===== src/rtl/fifo_read_interface.sv =====
// fifo_read_interface: AXI4 read master that fetches num_elements 32-bit words
// starting at addr_offset and forwards them one at a time onto an AXI-Stream
// link to a downstream FIFO. Bursts are split into at most 256 beats.
// Optional feature macro RD_RESP_CHECK_EN: when defined, RRESP errors and RLAST
// mismatches set the sticky rd_error flag; when undefined rd_error is tied 0.

module fifo_read_interface #(
    parameter int NUM_ELEMENTS_WIDTH = 16
) (
    input  logic                          aclk,
    input  logic                          aresetn,
    input  logic                          rst_busy,

    output logic [31:0]                   M_AXIS_TDATA,
    output logic                          M_AXIS_TVALID,
    input  logic                          M_AXIS_TREADY,

    input  logic [31:0]                   addr_offset,
    input  logic [NUM_ELEMENTS_WIDTH-1:0] num_elements,
    input  logic                          start,
    output logic                          busy,
    output logic                          done,
    output logic                          rd_error,

    output logic [1:0]                    M_AXI_ARID,
    output logic [31:0]                   M_AXI_ARADDR,
    output logic [7:0]                    M_AXI_ARLEN,
    output logic [2:0]                    M_AXI_ARSIZE,
    output logic [1:0]                    M_AXI_ARBURST,
    output logic                          M_AXI_ARVALID,
    input  logic                          M_AXI_ARREADY,
    output logic                          M_AXI_ARLOCK,
    output logic [3:0]                    M_AXI_ARCACHE,
    output logic [2:0]                    M_AXI_ARPROT,
    output logic [3:0]                    M_AXI_ARQOS,

    input  logic [31:0]                   M_AXI_RDATA,
    input  logic [1:0]                    M_AXI_RRESP,
    input  logic                          M_AXI_RLAST,
    input  logic                          M_AXI_RVALID,
    output logic                          M_AXI_RREADY
);

    typedef enum logic [2:0] {
        IDLE,
        SETUP,
        AR_WAIT,
        R_WAIT,
        PUSH,
        CHECK
    } state_t;

    state_t                        state;
    state_t                        next_state;
    logic [31:0]                   base_addr;
    logic [NUM_ELEMENTS_WIDTH-1:0] total_elements;
    logic [NUM_ELEMENTS_WIDTH-1:0] element_counter;
    logic [NUM_ELEMENTS_WIDTH-1:0] remaining;
    logic [7:0]                    beat_counter;
    logic                          last_beat;

    // Fixed AR attributes: single-ID, 4-byte incrementing bursts, normal access.
    assign M_AXI_ARID    = 2'b00;
    assign M_AXI_ARSIZE  = 3'b010;
    assign M_AXI_ARBURST = 2'b01;
    assign M_AXI_ARLOCK  = 1'b0;
    assign M_AXI_ARCACHE = 4'b0010;
    assign M_AXI_ARPROT  = 3'b000;
    assign M_AXI_ARQOS   = 4'b0000;

    // The beat counter alone decides where a burst ends; RLAST is only checked.
    assign remaining = total_elements - element_counter;
    assign last_beat = (beat_counter == M_AXI_ARLEN);

`ifndef RD_RESP_CHECK_EN
    logic unused_resp;
    assign unused_resp = ^{M_AXI_RRESP, M_AXI_RLAST};
`endif

    // State register; rst_busy freezes the sequencer in place.
    always_ff @(posedge aclk or negedge aresetn) begin
        if (!aresetn) begin
            state <= IDLE;
        end else if (!rst_busy) begin
            state <= next_state;
        end
    end

    // Next-state decisions, one handshake per transition.
    always_comb begin
        next_state = state;
        case (state)
            IDLE:    if (start) next_state = (num_elements == '0) ? CHECK : SETUP;
            SETUP:   next_state = AR_WAIT;
            AR_WAIT: if (M_AXI_ARREADY) next_state = R_WAIT;
            R_WAIT:  if (M_AXI_RVALID) next_state = PUSH;
            PUSH:    if (M_AXIS_TREADY) next_state = last_beat ? CHECK : R_WAIT;
            CHECK:   next_state = (element_counter == total_elements) ? IDLE : SETUP;
            default: next_state = IDLE;
        endcase
    end

    // Registered outputs, counters and the single-beat holding register.
    always_ff @(posedge aclk or negedge aresetn) begin
        if (!aresetn) begin
            base_addr       <= '0;
            total_elements  <= '0;
            element_counter <= '0;
            beat_counter    <= '0;
            M_AXI_ARADDR    <= '0;
            M_AXI_ARLEN     <= '0;
            M_AXI_ARVALID   <= 1'b0;
            M_AXI_RREADY    <= 1'b0;
            M_AXIS_TDATA    <= '0;
            M_AXIS_TVALID   <= 1'b0;
            busy            <= 1'b0;
            done            <= 1'b0;
            rd_error        <= 1'b0;
        end else if (!rst_busy) begin
            done <= 1'b0;
            case (state)
                IDLE: begin
                    if (start) begin
                        base_addr      <= addr_offset;
                        total_elements <= num_elements;
                        busy           <= 1'b1;
                        rd_error       <= 1'b0;
                    end
                end
                SETUP: begin
                    M_AXI_ARADDR  <= base_addr + (32'(element_counter) << 2);
                    M_AXI_ARLEN   <= (remaining > NUM_ELEMENTS_WIDTH'(255)) ? 8'hFF
                                     : 8'(remaining - NUM_ELEMENTS_WIDTH'(1));
                    beat_counter  <= '0;
                    M_AXI_ARVALID <= 1'b1;
                end
                AR_WAIT: begin
                    if (M_AXI_ARREADY) begin
                        M_AXI_ARVALID <= 1'b0;
                        M_AXI_RREADY  <= 1'b1;
                    end
                end
                R_WAIT: begin
                    if (M_AXI_RVALID) begin
                        M_AXIS_TDATA  <= M_AXI_RDATA;
                        M_AXIS_TVALID <= 1'b1;
                        M_AXI_RREADY  <= 1'b0;
`ifdef RD_RESP_CHECK_EN
                        if ((M_AXI_RRESP != 2'b00) || (M_AXI_RLAST != last_beat)) begin
                            rd_error <= 1'b1;
                        end
`endif
                    end
                end
                PUSH: begin
                    if (M_AXIS_TREADY) begin
                        M_AXIS_TVALID   <= 1'b0;
                        element_counter <= element_counter + 1'b1;
                        beat_counter    <= beat_counter + 1'b1;
                        if (!last_beat) begin
                            M_AXI_RREADY <= 1'b1;
                        end
                    end
                end
                CHECK: begin
                    if (element_counter == total_elements) begin
                        element_counter <= '0;
                        beat_counter    <= '0;
                        busy            <= 1'b0;
                        done            <= 1'b1;
                    end
                end
                default: ;
            endcase
        end
    end

endmodule

===== config.mk =====
export PLATFORM = sky130hd
export DESIGN_NAME = fifo_read_interface
export DESIGN_NICKNAME = d
export VERILOG_FILES = /design/src/rtl/fifo_read_interface.sv
export SDC_FILE = /design/constraint.sdc
export NUM_CORES = 1
export LEC_CHECK = 0
export CAP_MARGIN = 20
export CORE_ASPECT_RATIO = 0.9
export CORE_MARGIN = 4
export CORE_UTILIZATION = 46
export DETAILED_ROUTE_END_ITERATION = 8
export PLACE_DENSITY = 0.79
export REMOVE_ABC_BUFFERS = 1
export SLEW_MARGIN = 10
export SYNTH_ARGS = -nofsm -noshare
export SYNTH_HDL_FRONTEND = slang
export SYNTH_SLANG_ARGS = --single-unit

===== constraint.sdc =====
create_clock -name aclk -period 2.5 [get_ports aclk]
set_clock_uncertainty 0.2 [all_clocks]
set_input_delay 0.25 -clock aclk [delete_from_list [all_inputs] [get_ports aclk]]
set_output_delay 0.25 -clock aclk [all_outputs]
set_load 0.005 [all_outputs]

Yosys cells after proc, flatten, opt, wreduce, memory -nomap -nowiden
Cells that the tools add are included.
- output and inout port bits: 97
- bits in registers: 152
- $lt $le $gt $ge: 1
- reduce and logical (&&, ||, !) cells: 18
- bitwise gates (word level): 1
- add/sub/neg operators: 5
- muxes and demuxes: 30
- eq/ne operators: 13
- operators by type and width (cell ; count):
    32-bit by 18-bit adder with 32-bit output ; 1
    16-bit two-way mux ; 2
    16-bit case mux with 2 select lines ; 1
    8-bit two-way mux ; 3
    8-bit case mux with 3 select lines ; 1
    3-bit two-way mux ; 6
    3-bit case mux with 6 select lines ; 1
    16-bit by 1-bit adder with 16-bit output (second input constant) ; 1
    16-bit equality test ; 1
    16-bit by 8-bit > comparator with 1-bit output (second input constant) ; 1
    16-bit zero test ; 1
    4-bit AND reduction ; 4
    16-bit subtractor ; 1
    1-bit two-way mux ; 12
    2-bit inequality test (second input constant) ; 6
    3-bit AND reduction ; 3
    8-bit by 1-bit adder with 8-bit output (second input constant) ; 1
    8-bit equality test ; 1
    2-bit nonzero test ; 4
    8-bit by 1-bit subtractor with 8-bit output (second input constant) ; 1
    3-bit by 2-bit equality test with 1-bit output (second input constant) ; 2
    3-bit equality test (second input constant) ; 2
    1-bit case mux with 2 select lines ; 3
    6-bit AND reduction ; 1
    7 further kinds ; 8

Logic depth before layout (Yosys ltp)
Gate-level depths: netlist of run 1.
- word-level depth: 4
- gate-level depth with buffers: 11

Worst setup path after synthesis of run 1
No wires, ideal clock.
- kind: register to register
- start: register element_counter[0]
- end: register M_AXI_ARLEN[0]
- buffers on the path: 0
- stages on the path, launching flop included: 11
- required time: 2.218 ns
- arrival: 2.304 ns
- library setup time: 0.082 ns
- clock period less this slack: 2.586 ns
- setup slack: -0.086 ns
- path through: dfrtp_1 ha_1 fa_1 nand2b_1 a21oi_1 o21ai_1 a21oi_1 nor4b_1 nor3_1 o2111a_2 a31oi_1
- word-level cells in the longest chain between the ends: 3
- ends and longest elaborated chain (element ; line ; source):
    start, declared ; 57 ; logic [NUM_ELEMENTS_WIDTH-1:0] element_counter;
    start signal, assigned ; 158 ; element_counter <= element_counter + 1'b1;
    16-bit subtractor * ; 72 ; assign remaining = total_elements - element_counter;
    16-bit by 8-bit > comparator with 1-bit output / 8-bit by 1-bit subtractor with 8-bit output (equally long branches) ; 132, 133 ;
    8-bit two-way mux * ; 132 ; M_AXI_ARLEN <= (remaining > NUM_ELEMENTS_WIDTH'(255)) ? 8'hFF
    end signal, assigned ; 132 ;
    end, declared ; 27 ; output logic [7:0] M_AXI_ARLEN,
Every way passes the cells marked *; elsewhere a longest branch is shown, timed or not.
A chain may end at the register's enable or synchronous reset.

Final worst setup path of run 1
- start: register base_addr[2]
- end: register M_AXI_ARADDR[26]
- word-level cells in the longest chain between the ends: 1
- ends and longest elaborated chain (element ; line ; source):
    start, declared ; 55 ; logic [31:0] base_addr;
    start signal, assigned ; 124 ; base_addr <= addr_offset;
    32-bit by 18-bit adder with 32-bit output ; 131 ; M_AXI_ARADDR <= base_addr + (32'(element_counter) << 2);
    end signal, assigned ; 131 ;
    end, declared ; 26 ; output logic [31:0] M_AXI_ARADDR,
Every way passes these cells.

==> results of run 1 <==
==> cell usage after synthesis (all sizes together), types with 3 or more instances <==
library cell    n  area [sq um]
dfrtp         152          3800
nand2          82           308
o21ai          78           390
mux2           76           856
nor2           68           275
buf            34           239
ha             34           425
xnor2          34           298
a21oi          33           169
inv            26          97.6
nand3          23           130
xor2           23           201
a31oi          14           103
a21o           13           105
and3           11          68.8
nand4          11          75.1
nand2b         10          62.6
nor3            9          66.3
clkbuf          8          30.0
nor4            7          56.3
a211oi          5          37.5
o211ai          5          37.5
o21a            5          37.5
nor2b           4          25.0
or2             4          25.0
and2            3          18.8
o22ai           3          18.8
==> registers in the layout, summed over array words and instances, names as in the netlist, 3 cells and up <==
signal and flops:
M_AXIS_TDATA 32, M_AXI_ARADDR 32, M_AXI_ARLEN 8, base_addr 32
beat_counter 8, element_counter 16, state 3, total_elements 16
==> layer usage <==
layer / wire, um / share of wire / track usage / vias to the layer above
met5: 0 / 0 / 0 / -
met4: 603 / 0.023 / 0.0946 / 0
met3: 2000 / 0.077 / 0.0736 / 52
met2: 13000 / 0.50 / 0.396 / 330
met1: 10400 / 0.40 / 0.294 / 3734
li1: - / - / - / 3460
==> worst max path at each step <==
stage                                   to  slack [ns]  depth (start not counted)
final                     M_AXI_ARADDR[26]       -0.35                         12
after global routing      M_AXI_ARADDR[26]       -0.44                         12
after CTS                 M_AXI_ARADDR[30]       -0.19                         11
after detailed placement    M_AXI_ARLEN[6]       -0.31                         10
after global placement      M_AXI_ARLEN[1]       -0.20                         10
after floorplan            M_AXIS_TDATA[0]       -0.84                          3
==> timing repair <==
| item | in CTS | in global routing |
|---|---|---|
| hold buffers | 1 | 0 |
| setup endpoints to repair | 93 | 102 |
| buffers inserted | 32 | 15 |
| gates cloned | 5 | 2 |
| hold endpoints to repair | 152 | 0 |
| gates resized for setup | 109 | 74 |
| pin swaps | 39 | 42 |
==> cell families (layout without fill, tap and decap cells) <==
| kind of cell | count (synthesis) | after routing | synth area share |
|---|---|---|---|
| AND/OR/NAND/NOR | 242 | 242 | 0.144 |
| AO/OA/AOI/OAI | 175 | 175 | 0.132 |
| flip-flops | 152 | 152 | 0.458 |
| multiplexers | 76 | 76 | 0.103 |
| buffers and inverters | 69 | 381 | 0.0452 |
| XOR/XNOR | 57 | 57 | 0.0601 |
| adder cells (fa/ha/maj) | 36 | 36 | 0.0560 |
| other | 2 | 20 | 0.000904 |
==> final cells by class <==
type / count / area (sq um)
Inverter: 27 / 109
Multi-Input combinational cell: 606 / 4840
Timing Repair Buffer: 322 / 3110
Clock inverter: 14 / 135
Tap cell: 240 / 300
Clock buffer: 18 / 439
Fill cell: 1110 / 4940
Sequential cell: 152 / 3810
==> per-stage QoR <==
step | hold WS (ns) | utilization | worst slack, ns | cell area, sq um
3_3_place_gp | -0.00321 | 0.617 | -0.198 | 10900
2_1_floorplan | -0.246 | - | -0.844 | 8100
4_1_cts | 0.126 | 0.699 | -0.192 | 12300
5_1_grt | 0.148 | 0.721 | -0.441 | 12700
6_report | 0.117 | 0.721 | -0.350 | 12700
3_5_place_dp | -0.00862 | 0.617 | -0.313 | 10900
==> power breakdown <==
group,switching [W],internal (W)
sequential,0.000841,0.00349
clock,0.00112,0.00142
combinational,0.00362,0.00459
==> worst max-delay path: stages (launching register included) <==
cell	delay (ns)
dfrtp_1	0.40
ha_2	0.21
inv_2	0.05
fa_2	0.20
nor2b_2	0.05
o31a_1	0.25
o311a_1	0.36
o2111ai_2	0.25
a31oi_4	0.21
buf_4	0.19
nand2_2	0.05
xor2_1	0.18
o21ai_0	0.10
==> cell usage in the layout, fill, tap and decap left out, drive strengths merged, types with 33 or more instances in the layout <==
master / Yosys / final
mux2: 76 / 76
dfrtp: 152 / 152
xnor2: 34 / 34
inv: 26 / 33
a21oi: 33 / 33
nand2: 82 / 82
buf: 34 / 157
ha: 34 / 34
o21ai: 78 / 78
nor2: 68 / 68
clkdlybuf4s50: 0 / 162
==> impl_metrics.env, run 1 <==
export IMPL_fmax_mhz=351
export IMPL_die_x_um=150
export IMPL_violations="setup timing"
export IMPL_r2r_end="M_AXI_ARADDR[26]"
export IMPL_die_h_um=135
export IMPL_core_area_sq_um=17700
export IMPL_io_pins=187
export IMPL_syn_inst=809
export IMPL_dp_cells=1296
export IMPL_crit_arrival_ns=2.94
export IMPL_antenna_cells=0
export IMPL_hold_violations=0
export IMPL_vias=7576
export IMPL_antenna_found_initial=0
export IMPL_critical_path_max_fanout=7
export IMPL_grt_ovfl_total=0
export IMPL_grt_pass1_vias=7676
export IMPL_cts_buffer_depth=2
export IMPL_clk_pin_slew_ns=0.07
export IMPL_track_usage=0.240
export IMPL_slew_headroom=0.589
export IMPL_finalSetupViolCount=88
export IMPL_ys_flop_type="dfrtp_1"
export IMPL_syn_avg_cell_area_sq_um=10.3
export IMPL_cts_num_sinks=152
export IMPL_power_density_nw_per_um2=1180
export IMPL_ys_seq_elements=152
export IMPL_status="finished, violations left"
export IMPL_required_ns=2.59
export IMPL_routabilityCongestion=0.925
export IMPL_cp_start_kind="flop"
export IMPL_power_w=0.0151
export IMPL_grt_pass1_wl_um=38500
export IMPL_rsz0062_at_grt="true"
export IMPL_synth_distinct_cells=69
export IMPL_period_needed_ns=2.85
export IMPL_ff2ff_path_depth=12
export IMPL_avgRoutedWirePerCell_um=18.9
export IMPL_async_reset_ff_frac=1.00
export IMPL_fin_cells=1379
export IMPL_num_rows=46
export IMPL_htreeDepth=4
export IMPL_drv_cap=0
export IMPL_netlist_area_sq_um=8300
export IMPL_ant_nets=0
export IMPL_startpoint="base_addr[2]"
export IMPL_worst_pin_slew_ns=0.614
export IMPL_nets=1252
export IMPL_routed_via_density=5.49
export IMPL_drt_iter0_drc=632
export IMPL_insertion_delay_ns=0.43
export IMPL_cts_tree="built"
export IMPL_slew_violations=0
export IMPL_cts_buffers=17
export IMPL_finalSetupTns_ns=-14.01
export IMPL_post_route_period_util=1.14
export IMPL_design_die_area_sq_um=20300
export IMPL_hpwl_um=16000
export IMPL_drive_gt1_frac=0.320
export IMPL_wirelength_um=26100
export IMPL_port_buffers=163
export IMPL_synth_edff_count=0
export IMPL_drc=0
export IMPL_start_util=0.470
export IMPL_cp_end_kind="flop"
export IMPL_dr_pass1_iters=7
export IMPL_hold_path_class="in -> async"
export IMPL_ys_warn_count=0
export IMPL_worst_slack_ns=-0.350
export IMPL_leakage_nw=5.60
export IMPL_reg2reg_slack_ns=-0.35
export IMPL_syn_to_final_growth_pct=53.3
export IMPL_path_class="reg -> reg"
export IMPL_grt_max_degree=63
export IMPL_r2r_start="base_addr[2]"
export IMPL_synth_seq_area_share=0.458
export IMPL_root_buffer="clkbuf_16"
export IMPL_ir_drop_mv=0.588
Note: power is estimated with default switching activity, not from simulation.
==> run 2: changes to the inputs <==
--- a/config.mk
+++ b/config.mk
@@ -12,6 +12,7 @@
 export DETAILED_ROUTE_END_ITERATION = 8
 export PLACE_DENSITY = 0.79
 export REMOVE_ABC_BUFFERS = 1
+export SKIP_LAST_GASP = 1
 export SLEW_MARGIN = 10
 export SYNTH_ARGS = -nofsm -noshare
 export SYNTH_HDL_FRONTEND = slang
==> run 2 against run 1 <==
The flow still finishes with violations (setup timing). Global-route usage shrank 0.19 points. Register-to-register slack lost 0.46 ns. Combinational power grew 5.4%. Cell count grew 0.22%. Critical path depth is the same. Sequential share of layout area shrank 0.43 points. Routed wire length grew 10%.
==> impl_metrics.env, run 2 (same netlist as run 1, synthesis figures left out) <==
export IMPL_status="finished, violations left"
export IMPL_violations="setup timing"
export IMPL_fmax_mhz=303
export IMPL_insertion_delay_ns=0.44
export IMPL_grt_max_degree=63
export IMPL_start_util=0.470
export IMPL_htreeDepth=4
export IMPL_cts_buffer_depth=2
export IMPL_worst_slack_ns=-0.806
export IMPL_startpoint="element_counter[0]"
export IMPL_cts_tree="built"
export IMPL_required_ns=2.56
export IMPL_reg_top3="M_AXIS_TDATA: 32 flops, M_AXI_ARADDR: 32 flops, base_addr: 32 flops"
export IMPL_ant_nets=0
export IMPL_avgRoutedWirePerCell_um=20.8
export IMPL_hold_violations=0
export IMPL_root_buffer="clkbuf_16"
export IMPL_vias=7913
export IMPL_p_int_w=0.00963
export IMPL_ff2ff_path_depth=12
export IMPL_die_x_um=150
export IMPL_r2r_start="element_counter[0]"
export IMPL_post_route_period_util=1.32
export IMPL_finalSetupTns_ns=-16.86
export IMPL_drt_iter0_drc=560
export IMPL_grt_pass1_vias=7526
export IMPL_clkPwrFrac=0.165
export IMPL_final_cell_mix="clkdlybuf4s50_1, dfrtp_1, buf_4"
export IMPL_critPathBufInv=2
export IMPL_slew_headroom=0.525
export IMPL_nets=1255
export IMPL_slew_violations=0
export IMPL_dr_pass1_iters=5
export IMPL_track_usage=0.238
export IMPL_port_buffers=163
export IMPL_cp_start_kind="flop"
export IMPL_syn_to_final_growth_pct=55.6
export IMPL_r2r_end="M_AXI_ARADDR[26]"
export IMPL_wirelength_um=28800
export IMPL_antenna_found_initial=0
export IMPL_num_rows=46
export IMPL_drc=0
export IMPL_sw_frac_of_total=0.383
export IMPL_antenna_cells=0
export IMPL_critical_path_max_fanout=7
export IMPL_hold_path_class="in -> async"
export IMPL_preCtsSetupSlack_ns=-0.313
export IMPL_routed_via_density=5.73
export IMPL_period_needed_ns=3.31
export IMPL_path_class="reg -> reg"
export IMPL_pwr_share_comb=0.554
export IMPL_layout_commonest_cell="clkdlybuf4s50_1"
export IMPL_worst_path_max_delay_cell="o21ai_0"
export IMPL_path_cells="ha_2 -> inv_2 -> fa_2 -> nor2b_2 -> o31a_1 -> o311a_1 -> o2111ai_2 -> a31oi_4 -> buf_12 -> nand2_2 -> xor2_1 -> o21ai_0"
export IMPL_max_stage_delay_ns=0.57
export IMPL_drv_cap=0
export IMPL_crit_arrival_ns=3.37
export IMPL_die_h_um=135
export IMPL_clk_pin_slew_ns=0.08
export IMPL_io_pins=187
export IMPL_reg2reg_slack_ns=-0.81
export IMPL_power_switching_w=0.00598
export IMPL_cts_buffers=17
export IMPL_power_density_nw_per_um2=1210
export IMPL_ir_drop_mv=0.591
export IMPL_rsz0062_at_grt="true"
export IMPL_grt_ovfl_total=0
export IMPL_cts_num_sinks=152
export IMPL_path_delay_family="compound AO/OA/AOI/OAI gates"
export IMPL_routabilityCongestion=0.925
export IMPL_leakage_nw=5.66
export IMPL_design_die_area_sq_um=20300
export IMPL_cp_end_kind="flop"
export IMPL_hpwl_um=16000
export IMPL_seqPwrFrac=0.281
export IMPL_drive_gt1_frac=0.340
export IMPL_core_area_sq_um=17700
export IMPL_grt_pass1_wl_um=38200
export IMPL_worst_pin_slew_ns=0.705
export IMPL_finalSetupViolCount=92
-- run 2: layout make-up --
class                   count  area [sq um]
clock inverters            14           135
inverters                  27           109
fillers                  1081          4750
multi-input cells         606          5000
clock buffers              18           439
well taps                 240           300
flip-flops and latches    152          3810
repair buffers            325          3130
-- run 2: power by group through the flow --
stage | Sequential [W] | Combinational, W | Clock (W)
finish | 0.00438 | 0.00865 | 0.00257
global route | 0.00450 | 0.00922 | 0.00271
CTS | 0.00428 | 0.00738 | 0.00256
detailed placement | 0.00429 | 0.00664 | 0
global placement | 0.00424 | 0.00648 | 0
floorplan | 0.00419 | 0.00353 | 0
-- run 2: layer usage --
metal / track usage / vias up / share of wire
li1: - / 3462 / -
met1: 0.297 / 3851 / 0.37
met2: 0.395 / 471 / 0.48
met3: 0.0709 / 129 / 0.089
met4: 0.0813 / 0 / 0.060
met5: 0 / - / 0
-- run 2: worst max-delay path by stage --
stage,depth (start not counted),slack [ns],end
after floorplan,3,-0.84,M_AXIS_TDATA[0]
after global placement,10,-0.20,M_AXI_ARLEN[1]
after detailed placement,10,-0.31,M_AXI_ARLEN[6]
after CTS,11,-0.19,M_AXI_ARADDR[30]
after global routing,12,-0.80,M_AXI_ARADDR[26]
final,12,-0.81,M_AXI_ARADDR[26]
-- run 2: through the flow --
stage	cell area (sq um)	power [W]	hold WS (ns)	utilization	cells
5_1_grt	12900	0.0164	0.155	0.731	1382
6_report	12900	0.0156	0.116	0.731	1382
4_1_cts	12200	0.0142	0.126	0.691	1366
3_5_place_dp	10900	0.0109	-0.00862	0.617	1296
3_3_place_gp	10900	0.0107	-0.00321	0.617	1296
2_1_floorplan	8100	0.00771	-0.246	-	785
-- run 2: repair_timing --
| item | CTS | global route |
|---|---|---|
| endpoints found under the hold margin | 152 | 0 |
| endpoints found under the setup margin | 93 | 102 |
| buffers inserted | 32 | 19 |
| gates cloned | 5 | 2 |
| gates resized for setup | 72 | 144 |
| pin swaps | 35 | 50 |
| hold buffers | 1 | 0 |
